--- src/rtl/addsub_serial_pkg.sv ---
// Shared types and sizing helpers for the chunk-serial adder/subtractor.
package addsub_serial_pkg;

  typedef enum logic {
    ST_IDLE = 1'b0,
    ST_RUN  = 1'b1
  } state_t;

  function automatic int unsigned num_chunks(input int unsigned width, input int unsigned chunk);
    return width / chunk;
  endfunction

  // Chunk counter width; never narrower than one bit even when a single chunk covers the word.
  function automatic int unsigned cnt_width(input int unsigned n);
    return (n <= 2) ? 1 : $clog2(n);
  endfunction

endpackage

--- src/rtl/addsub_chunk.sv ---
// Combinational CHUNK-bit ripple-carry adder slice, reused once per cycle by the serial top.
module addsub_chunk #(
  parameter int unsigned CHUNK = 4
) (
  input  logic [CHUNK-1:0] x,
  input  logic [CHUNK-1:0] y,
  input  logic             cin,
  output logic [CHUNK-1:0] s,
  output logic             cout,
  output logic             c_msb_in
);

  logic [CHUNK:0] w_c;

  always_comb begin
    w_c    = '0;
    s      = '0;
    w_c[0] = cin;
    for (int i = 0; i < int'(CHUNK); i++) begin
      s[i]     = x[i] ^ y[i] ^ w_c[i];
      w_c[i+1] = (x[i] & y[i]) | (w_c[i] & (x[i] ^ y[i]));
    end
  end

  assign cout     = w_c[CHUNK];
  assign c_msb_in = w_c[CHUNK-1];

endmodule

--- src/rtl/addsub_serial.sv ---
// Multi-cycle two's-complement add/sub: WIDTH bits processed CHUNK bits per clock, LSB chunk first.
module addsub_serial
  import addsub_serial_pkg::*;
#(
  parameter int unsigned WIDTH = 16,
  parameter int unsigned CHUNK = 4
) (
  input  logic             clk,
  input  logic             rst,
  input  logic             start,
  output logic             ready,
  input  logic [WIDTH-1:0] a,
  input  logic [WIDTH-1:0] b,
  input  logic             sub,
  output logic             done,
  output logic [WIDTH-1:0] result,
  output logic             cout,
  output logic             ovf,
  output logic             zero
);

  localparam int unsigned N     = num_chunks(WIDTH, CHUNK);
  localparam int unsigned CNT_W = cnt_width(N);
  localparam logic [CNT_W-1:0] LAST_CNT = CNT_W'(N - 1);

  state_t            r_state;
  state_t            w_state_nxt;
  logic [CNT_W-1:0]  r_cnt;
  logic [WIDTH-1:0]  r_a;
  logic [WIDTH-1:0]  r_b;
  logic [WIDTH-1:0]  r_acc;
  logic [WIDTH-1:0]  r_result;
  logic              r_carry;
  logic              r_cout;
  logic              r_ovf;
  logic              r_zero;
  logic              r_done;
  logic              r_ready;

  logic [31:0]       w_base;
  logic [CHUNK-1:0]  w_x;
  logic [CHUNK-1:0]  w_y;
  logic [CHUNK-1:0]  w_s;
  logic              w_cout;
  logic              w_c_msb;
  logic [WIDTH-1:0]  w_acc_nxt;
  logic              w_accept;
  logic              w_last;

  assign w_accept = (r_state == ST_IDLE) && start;
  assign w_last   = (r_state == ST_RUN) && (r_cnt == LAST_CNT);
  assign w_base   = 32'(r_cnt) * CHUNK;
  assign w_x      = CHUNK'(r_a >> w_base);
  assign w_y      = CHUNK'(r_b >> w_base);

  addsub_chunk #(.CHUNK(CHUNK)) u_chunk (
    .x        (w_x),
    .y        (w_y),
    .cin      (r_carry),
    .s        (w_s),
    .cout     (w_cout),
    .c_msb_in (w_c_msb)
  );

  // Working result with the current chunk merged in; on the last chunk this is the full answer.
  assign w_acc_nxt = (r_acc & ~(WIDTH'({CHUNK{1'b1}}) << w_base)) | (WIDTH'(w_s) << w_base);

  always_ff @(posedge clk) begin
    if (rst) begin
      r_state <= ST_IDLE;
    end else begin
      r_state <= w_state_nxt;
    end
  end

  always_comb begin
    w_state_nxt = r_state;
    case (r_state)
      ST_IDLE: if (start)  w_state_nxt = ST_RUN;
      ST_RUN:  if (w_last) w_state_nxt = ST_IDLE;
      default: w_state_nxt = ST_IDLE;
    endcase
  end

  // Operand latch, chunk iteration and completion-only update of visible results.
  always_ff @(posedge clk) begin
    if (rst) begin
      r_cnt    <= '0;
      r_a      <= '0;
      r_b      <= '0;
      r_acc    <= '0;
      r_carry  <= 1'b0;
      r_result <= '0;
      r_cout   <= 1'b0;
      r_ovf    <= 1'b0;
      r_zero   <= 1'b1;
      r_done   <= 1'b0;
      r_ready  <= 1'b1;
    end else begin
      r_done  <= w_last;
      r_ready <= (w_state_nxt == ST_IDLE);
      if (w_accept) begin
        r_a     <= a;
        r_b     <= sub ? ~b : b;
        r_carry <= sub;
        r_cnt   <= '0;
      end else if (r_state == ST_RUN) begin
        r_acc   <= w_acc_nxt;
        r_carry <= w_cout;
        r_cnt   <= r_cnt + CNT_W'(1);
        if (w_last) begin
          r_cnt    <= '0;
          r_result <= w_acc_nxt;
          r_cout   <= w_cout;
          r_ovf    <= w_c_msb ^ w_cout;
          r_zero   <= (w_acc_nxt == '0);
        end
      end
    end
  end

  assign ready  = r_ready;
  assign done   = r_done;
  assign result = r_result;
  assign cout   = r_cout;
  assign ovf    = r_ovf;
  assign zero   = r_zero;

endmodule

--- config.mk ---
export PLATFORM = sky130hd
export DESIGN_NAME = addsub_serial
export DESIGN_NICKNAME = d
export VERILOG_FILES = /design/src/rtl/addsub_serial_pkg.sv /design/src/rtl/addsub_chunk.sv /design/src/rtl/addsub_serial.sv
export SDC_FILE = /design/constraint.sdc
export NUM_CORES = 1
export LEC_CHECK = 0
export BUFFER_PORTS_ARGS = -buffer_cell sky130_fd_sc_hd__buf_4
export CAP_MARGIN = 20
export CORE_MARGIN = 2
export CORE_UTILIZATION = 55
export DETAILED_ROUTE_END_ITERATION = 8
export GPL_ROUTABILITY_DRIVEN = 1
export HOLD_SLACK_MARGIN = 0.05
export PLACE_DENSITY = 0.84
export SYNTH_ARGS = -nofsm -noshare
export SYNTH_HDL_FRONTEND = slang
export SYNTH_SLANG_ARGS = --single-unit
--- constraint.sdc ---
create_clock -name clk -period 5.2 [get_ports clk]
set_clock_uncertainty 0.15 [all_clocks]
set_input_delay 1.3 -clock clk [delete_from_list [all_inputs] [get_ports clk]]
set_output_delay 1.3 -clock clk [all_outputs]
set_load 0.02 [all_outputs]
# Word level (Yosys, flattened, before mapping)
# Cells that the tools add are included.
[op_classes] muxes=7 shift=4 n_reduce_logical=7 n_eq_ne=1 n_bitwise=28 n_addsub=1
[ops] op="NOT 16 bit" n=2
[ops] op="right shift 16 x 4 -> 4 bit" n=2
[ops] op="bitwise AND 16 bit" n=1
[ops] op="logical NOT 16 bit" n=1
[ops] op="2-to-1 mux 16 bit" n=1
[ops] op="OR 16 bit" n=1
[ops] op="<< shifter 4 x 4 -> 16 bit" n=1
[ops] op="<< shifter 4 x 4 -> 16 bit (first input constant)" n=1
[ops] op="bitwise XOR 1 bit" n=9
[ops] op="bitwise AND 1 bit" n=8
[ops] op="2-to-1 mux 1 bit" n=4
[ops] op="OR 1 bit" n=4
[ops] op="NOT 1 bit" n=3
[ops] op="AND reduction 3 bit" n=1
[ops] op="adder 2 x 1 -> 2 bit (second input constant)" n=1
[ops] op="== test 2 bit (second input constant)" n=1
[ops] op="logical AND 1 bit" n=2
[ops] op="2-to-1 mux 2 bit" n=1
[ops] op="case mux 1 bit (2 select lines)" n=1
[ops] op="AND reduction 2 bit" n=1
[ops] op="nonzero test 2 bit" n=1
[ops] op="OR reduction 2 bit" n=1
[totals] input_bits=36 regBits=73

# Longest topological paths before layout
[depth] ltp_word=12 mapped_depth=14 depth_no_buf=12

# Hierarchy
# From an unflattened synthesis, not the netlist that was laid out.
[hier_totals] cells_unflattened=334 area_unflattened_um2=3090.5
[by_module_without_submodules] module="addsub_serial" cells_per_inst=322 n_inst=1 area_per_inst_um2=2980.4 seq_area_each_um2=1381.3
[by_module_without_submodules] module="addsub_chunk" cells_per_inst=12 n_inst=1 area_per_inst_um2=110.1 seq_area_each_um2=0.0

# Worst setup path after synthesis
# Ideal clock, no wire load.
[synth_timing] path_type="register -> register" start="reg r_cnt[1]" end="reg r_zero (netlist: zero)" stages_incl_launch_ff=14 setup_time_ns=0.084 arrival_time_ns=3.476 path_slack_ns=1.490 n_path_buf=2 path_cell_list="dfxtp_1 buf_2 buf_1 mux4_2 inv_1 fa_1 inv_1 fa_1 inv_1 fa_1 fa_1 nor2_1 or4b_1 o31ai_2"
[synth_via] elab_chain_len=12
[synth_lines] item="start: declaration" line_no="addsub_serial.sv:28" rtl="logic [CNT_W-1:0] r_cnt;"
[synth_lines] item="start signal: assignment" line_no="addsub_serial.sv:110" rtl="r_cnt <= r_cnt + CNT_W'(1);"
[synth_lines] item="right shift 16 x 4 -> 4 bit (on tied branches)" line_no="addsub_serial.sv:53, addsub_serial.sv:54"
[synth_lines] item="bitwise XOR 1 bit" line_no="addsub_chunk.sv:20, addsub_chunk.sv:21"
[synth_lines] item="bitwise AND 1 bit" line_no="addsub_chunk.sv:21" rtl="w_c[i+1] = (x[i] & y[i]) | (w_c[i] & (x[i] ^ y[i]));"
[synth_lines] item="OR 1 bit" line_no="addsub_chunk.sv:21"
[synth_lines] item="bitwise AND 1 bit" line_no="addsub_chunk.sv:21"
[synth_lines] item="OR 1 bit" line_no="addsub_chunk.sv:21"
[synth_lines] item="bitwise AND 1 bit" line_no="addsub_chunk.sv:21"
[synth_lines] item="OR 1 bit" line_no="addsub_chunk.sv:21"
[synth_lines] item="bitwise XOR 1 bit" line_no="addsub_chunk.sv:20" rtl="s[i] = x[i] ^ y[i] ^ w_c[i];"
[synth_lines] item="<< shifter 4 x 4 -> 16 bit" line_no="addsub_serial.sv:66" rtl="assign w_acc_nxt = (r_acc & ~(WIDTH'({CHUNK{1'b1}}) << w_base)) | (WIDTH'(w_s) << w_base);"
[synth_lines] item="OR 16 bit" line_no="addsub_serial.sv:66"
[synth_lines] item="logical NOT 16 bit" line_no="addsub_serial.sv:116" rtl="r_zero <= (w_acc_nxt == '0);"
[synth_lines] item="end signal: assignment" line_no="addsub_serial.sv:116"
[synth_lines] item="end: declaration" line_no="addsub_serial.sv:36" rtl="logic r_zero;"
# Parallel ways exist; a longest one is shown, timed or not.
# A chain may end at the register's enable or synchronous reset.

# Final worst setup path
[layout_timing] start="reg r_cnt[0]" end="reg r_zero (netlist: zero)"
# Same word-level chain as after synthesis.

==> flow_metrics.tcl <==
set metrics [dict create \
    syn2layout_area_growth_pct 20.7 \
    wirelength_mm 6.53 \
    hold_buffers 0 \
    die-width_um 79.4 \
    start_util_pct 56.9 \
    synth_edf_count 0 \
    chipHeight_um 79.4 \
    finalWeightedCongestion 0.873 \
    num_rows 27 \
    startpoint_type "flop" \
    power.density_nw_per_um2 342 \
    diodes 0 \
    wl_per_cell_um 14.0 \
    dr_total_vias 2536 \
    antenna_found_initial 0 \
    end_kind "flop" \
    final_common_cell "dfxtp_1" \
    final_util_pct 68.6 \
    drv_cap 0 \
    postCtsSetupBuffers 0 \
    clock_path_buffers 2 \
    cts_root_buffer "clkbuf_8" \
    finalMaxSlewViolations 0 \
    htree_num_levels 3 \
    top_level_ports 57 \
    critPathRequiredTime_ps 5320 \
    hold_violations 0 \
    rsz0062_at_grt "no" \
    ant_nets 0 \
    cts_resized 0 \
    synth_warnings 0 \
    fmax_mhz 248 \
    crit_arrival_ps 4150 \
    slew_headroom_pct 39.5 \
    yosysUniqueCellTypes 39 \
    syn-instance-count 348 \
    grt_use_total_pct 21.8 \
    synth.top_cell.area_share_pct 44.1 \
    async_reset_ff_share_pct 0 \
    final_layout_size_suffix_gt1_share_pct 21.6 \
    fin_crit_ps 4030 \
    drc_errors 0 \
    fillers 460 \
    path_class "reg2reg" \
    grt_pass1_wl_mm 10.8 \
    hold_path.class "reg2reg" \
    finalSetupViolCount 0 \
    hpwl_mm 4.48 \
    grt_start_max_net_pins 68 \
    numCtsBuffers 9 \
    final_nets 433 \
    final_cell_mix "69 x dfxtp_1, 59 x buf_4, 52 x nor2_1" \
    synth_flop_cell "dfxtp_1" \
    grt_pass1_vias 2368 \
    synth_fp_nets 392 \
    cp_max_fo 21 \
    core_area_sq_um 5510 \
    dr.first_iter.drc_count 197 \
    synth_area_leaders "dfxtp_1 44%, a211oi_1 10%, nor2_1 6.2%" \
    clkSlewWorstSetupHoldPaths_ps 70 \
    setup_tns_ps 0 \
    cts_num_sinks 69 \
    cellLeakagePower_uw 0.00145 \
    viasPerCell 5.44 \
    synth_top_area_cell "dfxtp_1" \
    ys_ff_latch 69 \
    outcome "complete, no violations" \
    avgSynthCellArea_sq_um 9.00 \
    dieArea_sq_um 6310 \
    finalCritPeriodShare_pct 77.5 \
    clk_latency_ps 340 \
    cts_tree "built" \
    max-vdd-ir-drop_uv 209 \
    seq_area_frac_synth_pct 44.1 \
    port_buffers 56 \
    overflow 0 \
    drtPass1Iterations 5 \
    worst_slew_pin_slew_ps 906 \
    ff2ff_setup_slack_ps 1170 \
    netlist_area_sq_um 3130 \
]
## cell type report
type	count	area [sq um]	share of cell area (%)
clock buffers	9	124	3.28
clock inverters	7	114	3.01
inverters	16	60.1	1.59
multi-input cells	234	1570	41.4
flip-flops and latches	69	1380	36.6
well taps	72	90.1	2.38
repair buffers	59	443	11.7
## metal layers
layer	GRT usage, %	share of wire (%)
met1	27.7	43
met2	35.8	50
met3	5.09	5.3
met4	8.79	1.7
met5	0	0
## final timing paths
kind	depth (start not counted)	startpoint	endpoint
max	11	r_cnt[0]$_SDFFE_PP0P_	zero$_SDFFE_PP1P_
min	2	r_a[0]$_SDFFE_PP0P_	r_a[0]$_SDFFE_PP0P_
max reg2reg	11	r_cnt[0]$_SDFFE_PP0P_	zero$_SDFFE_PP1P_
min reg2reg	2	r_a[0]$_SDFFE_PP0P_	r_a[0]$_SDFFE_PP0P_
## kinds of logic (layout without fill, tap and decap cells)
| kind of cell | after synthesis | count (layout) | synth area share (%) |
|---|---|---|---|
| AOI/OAI and AO/OA | 82 | 82 | 18.4 |
| xor gates and xnor gates | 17 | 17 | 4.76 |
| adders and majority gates | 8 | 8 | 4.16 |
| buffers and inverters | 45 | 91 | 5.96 |
| DFF | 69 | 69 | 44.1 |
| muxes | 8 | 8 | 6.00 |
| and+or+nand+nor | 119 | 119 | 16.6 |
## worst max-delay path: stages (launching register included)
cell	delay, ps
dfxtp_1	920
mux4_2	360
inv_1	50
fa_1	380
inv_1	80
fa_1	170
inv_1	50
fa_1	410
fa_1	560
nor2_1	70
or4b_1	530
o31ai_2	210
## synthesized netlist by cell type (all sizes together), types with 2 or more instances
cell      n
buf      14
a32oi     2
clkbuf   15
nor2b     2
nand4     2
ha        4
nor3      6
mux4      8
or2b      2
a211oi   42
dfxtp    69
inv      16
a2bb2oi   2
xnor2    17
fa        4
a21oi    25
nor2     52
nand3b    2
nand2    40
nand2b    6
o21ai     4
and2      3
## state kept, by name (all words and copies together) (netlist names)
name,count
ready,1
r_state,1
cout,1
r_cnt,2
zero,1
r_carry,1
result,16
r_acc,12
done,1
ovf,1
r_b,16
r_a,16
## power breakdown
part,switching [uW],total [uW],internal (uW)
Sequential,20.9,579,559
Combinational,105,194,88.9
Clock,201,517,317
Total,326,1290,964
## through the flow
stage	setup slack [ps]	instances	power [uW]	area, sq um	hold WS (ps)
2_1_floorplan	1490	348	729	3130	282
3_3_place_gp	1280	450	777	3540	289
3_5_place_dp	1160	450	784	3540	298
4_1_cts	1160	466	1300	3780	308
5_1_grt	844	466	1350	3780	331
6_report	1170	466	1290	3780	308
Power figures use the tool's default switching activity.
